`src/rtl/control_x_pkg.sv`:
```
// Shared types and elaboration helpers for the X-vector ping-pong write controller.
package control_x_pkg;

   typedef enum logic [1:0] {
      W_IDLE  = 2'd0,
      W_FILL  = 2'd1,
      W_STALL = 2'd2
   } wstate_e;

   localparam int MIN_DATA_N    = 2;
   localparam int MIN_NUM_BANKS = 1;
   localparam int MAX_NUM_BANKS = 4;

   // Index width that never collapses to zero bits for tiny ranges.
   function automatic int safe_clog2(input int n);
      return (n > 2) ? $clog2(n) : 1;
   endfunction

   function automatic bit cfg_legal(input int data_n, input int num_banks);
      return (data_n >= MIN_DATA_N) &&
             (num_banks >= MIN_NUM_BANKS) &&
             (num_banks <= MAX_NUM_BANKS);
   endfunction

endpackage

```
`src/rtl/mod_n_counter.sv`:
```
// Modulo-N up-counter with clear; wrap flags the increment that returns it to zero.
module mod_n_counter #(
   parameter int N = 2,
   parameter int W = 1
) (
   input  logic         clk,
   input  logic         reset,
   input  logic         clr,
   input  logic         inc,
   output logic [W-1:0] value,
   output logic         wrap
);

   localparam logic [W-1:0] LAST_C = W'(N - 1);

   logic [W-1:0] value_r;

   assign wrap  = inc & (value_r == LAST_C);
   assign value = value_r;

   // Count register: clear has priority over increment.
   always_ff @(posedge clk) begin
      if (reset) begin
         value_r <= {W{1'b0}};
      end else if (clr) begin
         value_r <= {W{1'b0}};
      end else if (inc) begin
         value_r <= wrap ? {W{1'b0}} : value_r + W'(1);
      end else begin
         value_r <= value_r;
      end
   end

endmodule

```
`src/rtl/control_x_pp.sv`:
```
// Multi-bank write controller for the convolution X-vector input buffers:
// streams words into NUM_BANKS banks while the engine drains full ones in order.
module control_x_pp
   import control_x_pkg::*;
#(
   parameter int DATA_N       = 8,
   parameter int LG_DATA_N    = safe_clog2(DATA_N),
   parameter int NUM_BANKS    = 2,
   parameter int LG_NUM_BANKS = safe_clog2(NUM_BANKS)
) (
   input  logic                    clk,
   input  logic                    reset,
   input  logic                    load_en,
   input  logic                    abort_x,
   input  logic                    s_valid_x,
   output logic                    s_ready_x,
   output logic [LG_DATA_N-1:0]    addr_x,
   output logic [LG_NUM_BANKS-1:0] wr_bank_x,
   output logic                    wr_en_x,
   output logic                    done_x,
   output logic                    rd_valid_x,
   output logic [LG_NUM_BANKS-1:0] rd_bank_x,
   input  logic                    rd_release_x,
   output logic [LG_NUM_BANKS:0]   full_count_x
);

   localparam int              FCW    = LG_NUM_BANKS + 1;
   localparam logic [FCW-1:0]  NB_C   = FCW'(NUM_BANKS);
   localparam logic            CFG_OK = cfg_legal(DATA_N, NUM_BANKS);

   wstate_e        state_r;
   wstate_e        state_s;
   logic [FCW-1:0] full_count_r;
   logic [FCW-1:0] full_next_s;
   logic           done_r;
   logic           ready_s;
   logic           wr_en_s;
   logic           last_beat_s;
   logic           rd_valid_s;
   logic           release_s;
   logic           wr_wrap_s;
   logic           rd_wrap_s;
   logic           unused_wrap_s;

   // An illegal configuration leaves the controller inert rather than corrupting banks.
   assign ready_s       = CFG_OK & load_en & ~abort_x & (full_count_r < NB_C);
   assign wr_en_s       = s_valid_x & ready_s;
   assign rd_valid_s    = (full_count_r != {FCW{1'b0}});
   assign release_s     = rd_release_x & rd_valid_s;
   assign unused_wrap_s = wr_wrap_s ^ rd_wrap_s;

   mod_n_counter #(.N(DATA_N), .W(LG_DATA_N)) u_addr (
      .clk   (clk),
      .reset (reset),
      .clr   (abort_x),
      .inc   (wr_en_s),
      .value (addr_x),
      .wrap  (last_beat_s)
   );

   mod_n_counter #(.N(NUM_BANKS), .W(LG_NUM_BANKS)) u_wr_bank (
      .clk   (clk),
      .reset (reset),
      .clr   (1'b0),
      .inc   (last_beat_s),
      .value (wr_bank_x),
      .wrap  (wr_wrap_s)
   );

   mod_n_counter #(.N(NUM_BANKS), .W(LG_NUM_BANKS)) u_rd_bank (
      .clk   (clk),
      .reset (reset),
      .clr   (1'b0),
      .inc   (release_s),
      .value (rd_bank_x),
      .wrap  (rd_wrap_s)
   );

   // Full-bank occupancy: a completion and a release in the same cycle cancel.
   always_comb begin
      full_next_s = full_count_r;
      case ({last_beat_s, release_s})
         2'b10:   full_next_s = full_count_r + FCW'(1);
         2'b01:   full_next_s = full_count_r - FCW'(1);
         default: full_next_s = full_count_r;
      endcase
   end

   // Write-side state tracking; looks at next occupancy so a same-cycle release is not missed.
   always_comb begin
      state_s = state_r;
      case (state_r)
         W_IDLE: begin
            if (abort_x) begin
               state_s = W_IDLE;
            end else if (full_next_s == NB_C) begin
               state_s = W_STALL;
            end else if (wr_en_s) begin
               state_s = W_FILL;
            end else begin
               state_s = W_IDLE;
            end
         end
         W_FILL: begin
            if (abort_x) begin
               state_s = W_IDLE;
            end else if (last_beat_s) begin
               state_s = (full_next_s == NB_C) ? W_STALL : W_IDLE;
            end else begin
               state_s = W_FILL;
            end
         end
         W_STALL: begin
            if (release_s) begin
               state_s = W_IDLE;
            end else begin
               state_s = W_STALL;
            end
         end
         default: state_s = W_IDLE;
      endcase
   end

   // Occupancy, completion pulse and FSM state registers.
   always_ff @(posedge clk) begin
      if (reset) begin
         full_count_r <= {FCW{1'b0}};
         done_r       <= 1'b0;
         state_r      <= W_IDLE;
      end else begin
         full_count_r <= full_next_s;
         done_r       <= last_beat_s;
         state_r      <= state_s;
      end
   end

   assign s_ready_x    = ready_s;
   assign wr_en_x      = wr_en_s;
   assign done_x       = done_r;
   assign rd_valid_x   = rd_valid_s;
   assign full_count_x = full_count_r;

endmodule
```
`config.mk`:
```
export PLATFORM = sky130hd
export DESIGN_NAME = control_x_pp
export DESIGN_NICKNAME = d
export VERILOG_FILES = /design/src/rtl/control_x_pkg.sv /design/src/rtl/mod_n_counter.sv /design/src/rtl/control_x_pp.sv
export SDC_FILE = /design/constraint.sdc
export NUM_CORES = 1
export LEC_CHECK = 0
export ABC_AREA = 1
export BUFFER_PORTS_ARGS = -buffer_cell sky130_fd_sc_hd__buf_2
export CAP_MARGIN = 10
export CORE_AREA = 3 3 40 42
export DETAILED_ROUTE_END_ITERATION = 8
export DIE_AREA = 0 0 43 45
export PLACE_DENSITY_LB_ADDON = 0.08
export SLEW_MARGIN = 20
export SYNTH_ARGS = -nofsm -noshare
export SYNTH_HDL_FRONTEND = slang
export SYNTH_SLANG_ARGS = --single-unit
```
`constraint.sdc`:
```
create_clock -name clk -period 1.8 [get_ports clk]
set_input_delay 0.09 -clock clk [delete_from_list [all_inputs] [get_ports clk]]
set_output_delay 0.09 -clock clk [all_outputs]
set_load 0.01 [all_outputs]
```
After elaboration in Yosys (flattened, before gate mapping)
Cells that the tools add are included.
{"block": "classes", "add_sub_neg": 5, "order_cmp": 1, "n_eq_ne": 3, "mux": 4, "n_bitwise": 8, "reduce_logical": 3}
{"op": "$and A1 B1 Y1", "n": 7}
{"op": "$pmux W2 S2", "n": 1}
{"op": "$reduce_bool A2 Y1", "n": 2}
{"op": "$add A3 B1 Y3 const B", "n": 1}
{"op": "$eq A3 B3 Y1 const B", "n": 1}
{"op": "$mux W3", "n": 1}
{"op": "$add A1 B1 Y1 const B", "n": 2}
{"op": "$add A2 B1 Y2 const B", "n": 1}
{"op": "$eq A2 B1 Y1 const B", "n": 1}
{"op": "$eq A2 B2 Y1 const B", "n": 1}
{"op": "$lt A2 B2 Y1 const B", "n": 1}
{"op": "$mux W1", "n": 2}
{"op": "$reduce_or A2 Y1", "n": 1}
{"op": "$sub A2 B1 Y2 const B", "n": 1}
{"op": "$not A1 Y1", "n": 1}
{"block": "totals", "regBits": 8, "input_bits": 6, "output_inout_bits": 11, "word_cells": 29}

Longest topological paths before layout
{"block": "logic_depth", "word_depth": 7, "mapped_depth": 10, "depth_no_buf": 10}

By module
From an unflattened synthesis, not the netlist that was laid out.
{"block": "hier_totals", "cells_unflattened": 61, "area_unflattened_um2": 419.2}
{"mod": "control_x_pp", "instances": 1, "cells_each": 26, "area_per_inst_um2": 177.7, "seq_area_each_um2": 60.1}
{"mod": "mod_n_counter (u_addr)", "instances": 1, "cells_each": 21, "area_per_inst_um2": 151.4, "seq_area_each_um2": 60.1}
{"mod": "mod_n_counter (u_rd_bank ...)", "instances": 2, "cells_each": 7, "area_per_inst_um2": 45.0, "seq_area_each_um2": 20.0}

Worst setup path before layout
Ideal clock, no wire load.
{"block": "synth_path", "kind": "register to register", "from": "register u_addr.value_r[0], in the netlist u_addr.value[0]", "to": "register full_count_r[1], in the netlist full_count_x[1]", "setup_ps": 117, "arrival_ps": 1469, "t_required_ps": 1683, "path_slack_ps": 214, "stages_incl_launch_ff": 9, "path_buffers": 0, "period_less_slack_ps": 1586, "cell_sequence": "dfxtp_1 -> ha_1 -> ha_1 -> nand4_4 -> ha_1 -> inv_1 -> nand3_1 -> o21ai_0 -> nor2_1"}
{"block": "synth_via", "elab_chain_cells": 4, "word_cells_on_any_way": 6, "cone_classes": "3 x eq/ne; 1 x mux; 1 x bitwise; 1 x reduce/logical"}
{"element": "start, declared", "line_no": "mod_n_counter.sv:16", "rtl": "logic [W-1:0] value_r;"}
{"element": "start signal, assigned", "line_no": "mod_n_counter.sv:24", "rtl": "value_r <= {W{1'b0}};"}
{"element": "start signal, assigned", "line_no": "mod_n_counter.sv:26", "rtl": "value_r <= {W{1'b0}};"}
{"element": "start signal, assigned", "line_no": "mod_n_counter.sv:28", "rtl": "value_r <= wrap ? {W{1'b0}} : value_r + W'(1);"}
{"element": "$eq A3 B3 Y1 *", "line_no": "mod_n_counter.sv:18", "rtl": "assign wrap = inc & (value_r == LAST_C);"}
{"element": "$and A1 B1 Y1 *", "line_no": "mod_n_counter.sv:18"}
{"element": "$eq A2 B1 Y1 / $eq A2 B2 Y1 (equally long branches)", "line_no": "control_x_pp.sv:82", "rtl": "case ({last_beat_s, release_s})"}
{"element": "$pmux W2 S2 / $reduce_bool A2 Y1 (equally long branches)"}
{"element": "end signal, assigned", "line_no": "control_x_pp.sv:127", "rtl": "full_count_r <= {FCW{1'b0}};"}
{"element": "end signal, assigned", "line_no": "control_x_pp.sv:131", "rtl": "full_count_r <= full_next_s;"}
{"element": "end, declared", "line_no": "control_x_pp.sv:33", "rtl": "logic [FCW-1:0] full_count_r;"}
Mark *: on every way between the ends. The rest lies on a longest branch, timed or not.
A chain may end at the register's enable or synchronous reset.

Final worst setup path
{"block": "layout_path", "from": "register u_addr.value_r[1], in the netlist u_addr.value[1]", "to": "register full_count_r[1], in the netlist full_count_x[1]"}
The elaborated chain is that of the path after synthesis.

==> impl_metrics.json <==
{
  "critPathMaxStageDelay_ns": 0.35,
  "grt_max_degree": 8,
  "drive_above_1_share_pct": 28.6,
  "cp_cell_sequence": "ha_1, ha_1, nand4_4, ha_1, inv_1, nand3_1, o21ai_0, nor2_1",
  "arrival_ns": 1.74,
  "clockBufferDepth": 2,
  "rsz0062_at_grt": "no",
  "postSynthCellCount": 58,
  "grt_overflow": 0,
  "drtIter0Drc": 8,
  "grt_pass1_vias": 343,
  "cp_max_fo": 4,
  "min_period_ns": 1.59,
  "cts_resized": 0,
  "wirelength_um": 853,
  "rows": 13,
  "tightest_slew_ns": 0.232,
  "final_common_cell": "buf_2",
  "diodes": 0,
  "powerDensity_mw_per_mm2": 641,
  "dieArea_sq_mm": 0.00194,
  "hold_buffers": 0,
  "holdPathStages": 2,
  "design.core.area_sq_mm": 0.00128,
  "initial_core_util_pct": 33.5,
  "syn_nets": 67,
  "max_freq_ghz": 0.629,
  "critPathLaunchType": "register",
  "gp_congestion": 0.720,
  "worst-r2r-cell-count": 8,
  "cp_slowest_cell": "dfxtp_1",
  "r2r_start": "u_addr.value[1]$_SDFFE_PP0P_",
  "cts_setup_buffers": 0,
  "syn_area_sq_um": 430,
  "grtUsageTotal_pct": 10.6,
  "die_h_um": 45,
  "peakVddDrop_uv": 278,
  "clock-root-buffer": "clkbuf_4",
  "cts-buffers-inserted": 3,
  "yosysWarnings": 0,
  "finalMaxSlewViolations": 0,
  "hold_viol": 0,
  "num_vias": 387,
  "synth.avg_cell_area_sq_um": 7.42,
  "antenna_left": 0,
  "placed_cell_area_sq_um": 529,
  "path_class": "register to register",
  "cap_violations": 0,
  "skew_ns": 0.00388,
  "hp-start": "reset",
  "total_leakage_power_nw": 0.314,
  "post-route-drc-count": 0,
  "slew_headroom_pct": 84.5,
  "worstPathRequired_ns": 1.95,
  "io_buffers": 16,
  "clock_latency_ns": 0.26,
  "die_w_um": 43,
  "cts_tree": "yes",
  "final_cell_mix": "16 x buf_2, 13 x inv_1, 12 x nand2_1",
  "r2r_setup_slack_ns": 0.21,
  "grt_pass1_wl_um": 1440,
  "rr_endpoint": "full_count_x[1]$_SDFFE_PP0P_",
  "synth_seq_cells": 8,
  "routedWlPerCell_um": 9.27,
  "status": "completed",
  "finalSetupTns_ns": 0,
  "hold_end": "done_x$_SDFF_PP0_",
  "yosysUniqueCellTypes": 14,
  "place_hpwl_um": 666,
  "worstSetupEndpointType": "register",
  "final_cell_area_sq_um": 552,
  "area_growth_pct": 28.2,
  "fin_ws_ns": 0.209,
  "clk_pin_slew_ns": 0.06,
  "htree_num_levels": 1,
  "period_share_pct": 88.4,
  "firstDrtPassIters": 4,
  "cp_common_cell": "ha_1",
  "routed_via_density": 4.21,
  "antenna_found_initial": 0,
  "clock-sinks": 8,
  "ioPinCount": 17,
  "pre_cts_ws_ns": 0.194,
  "ys_seq_area_share_pct": 37.2,
  "finalSetupViolations": 0,
  "hold_path_class": "input pin to register",
  "fin_nets": 88
}
-- layer usage --
| layer | up-vias | wire length (um) | part of all wire (%) | global-route usage (%) |
|---|---|---|---|---|
| met5 | - | 0 | 0 | 0 |
| met4 | 0 | 9 | 1.1 | 7.23 |
| met3 | 2 | 77 | 9.0 | 5.98 |
| met2 | 20 | 319 | 37 | 13.2 |
| met1 | 147 | 447 | 52 | 13.5 |
| li1 | 218 | - | - | - |
-- cells by family (layout without fill, tap and decap cells) --
kind of cell | Yosys count | in the layout | synth area share [%]
AO/OA/AOI/OAI | 9 | 9 | 10.8
adder cells (fa/ha/maj) | 3 | 3 | 8.72
buffers and inverters | 13 | 32 | 11.3
flip-flops | 8 | 8 | 37.2
AND/OR/NAND/NOR | 25 | 25 | 32.0
-- through the flow --
step	std cells	hold WS [ns]	util [%]	power, mW
global placement	89	0.288	41.2	0.215
floorplan	58	0.162	-	0.199
detailed placement	89	0.288	41.2	0.215
CTS	92	0.0138	42.9	0.360
global route	92	0.0174	42.9	0.377
finish	92	0.0185	42.9	0.353
-- power by group --
group | total (mW) | internal [mW] | switching [mW]
logic | 0.0308 | 0.0122 | 0.0186
clock network | 0.143 | 0.0767 | 0.0663
registers | 0.180 | 0.179 | 0.00102
total | 0.353 | 0.267 | 0.0860
-- cell usage after synthesis --
cell type	instances	share of area, %
o21ai_0	2	2.3
a21oi_1	5	5.8
ha_1	3	8.7
nand3_4	1	4.1
o21ai_1	1	1.2
nand2_1	12	10
inv_1	13	11
nand4_4	1	4.9
nor3b_1	1	1.7
nand3_1	1	1.2
dfxtp_1	8	37
nor2_1	8	7.0
a31oi_1	1	1.5
nor2_4	1	2.6
-- state kept, by name, indices dropped and copies added, names as in the netlist --
name and flops:
u_addr.value 3, full_count_x 2, u_rd_bank.value 1, done_x 1, u_wr_bank.value 1
-- area by class of cell --
cell class,count,area [sq um]
fill,143,733
multi-input combinational,37,221
sequential,8,160
timing repair buffer,16,80.1
inverter,13,48.8
clock buffer,3,22.5
tap,15,18.8
-- worst max-delay path: cells and delay by family (launching register included) --
kind | cells | cell delay [ns]
buf+inv | 1 | 0.10
fa+ha+maj | 3 | 0.65
compound gates | 1 | 0.14
simple gates | 3 | 0.25
flops | 1 | 0.35
-- worst max path at each step --
stage	cells past startpoint	endpoint	slack [ns]	start
2_1_floorplan	8	full_count_x[1]$_SDFFE_PP0P_	0.21	u_addr.value[0]$_SDFFE_PP0P_
3_3_place_gp	8	full_count_x[1]$_SDFFE_PP0P_	0.20	u_addr.value[0]$_SDFFE_PP0P_
3_5_place_dp	8	full_count_x[1]$_SDFFE_PP0P_	0.19	u_addr.value[0]$_SDFFE_PP0P_
4_1_cts	8	full_count_x[1]$_SDFFE_PP0P_	0.19	u_addr.value[0]$_SDFFE_PP0P_
5_1_grt	8	full_count_x[1]$_SDFFE_PP0P_	0.04	u_addr.value[1]$_SDFFE_PP0P_
6_report	8	full_count_x[1]$_SDFFE_PP0P_	0.21	u_addr.value[1]$_SDFFE_PP0P_
Note: power is estimated with default switching activity, not from simulation.
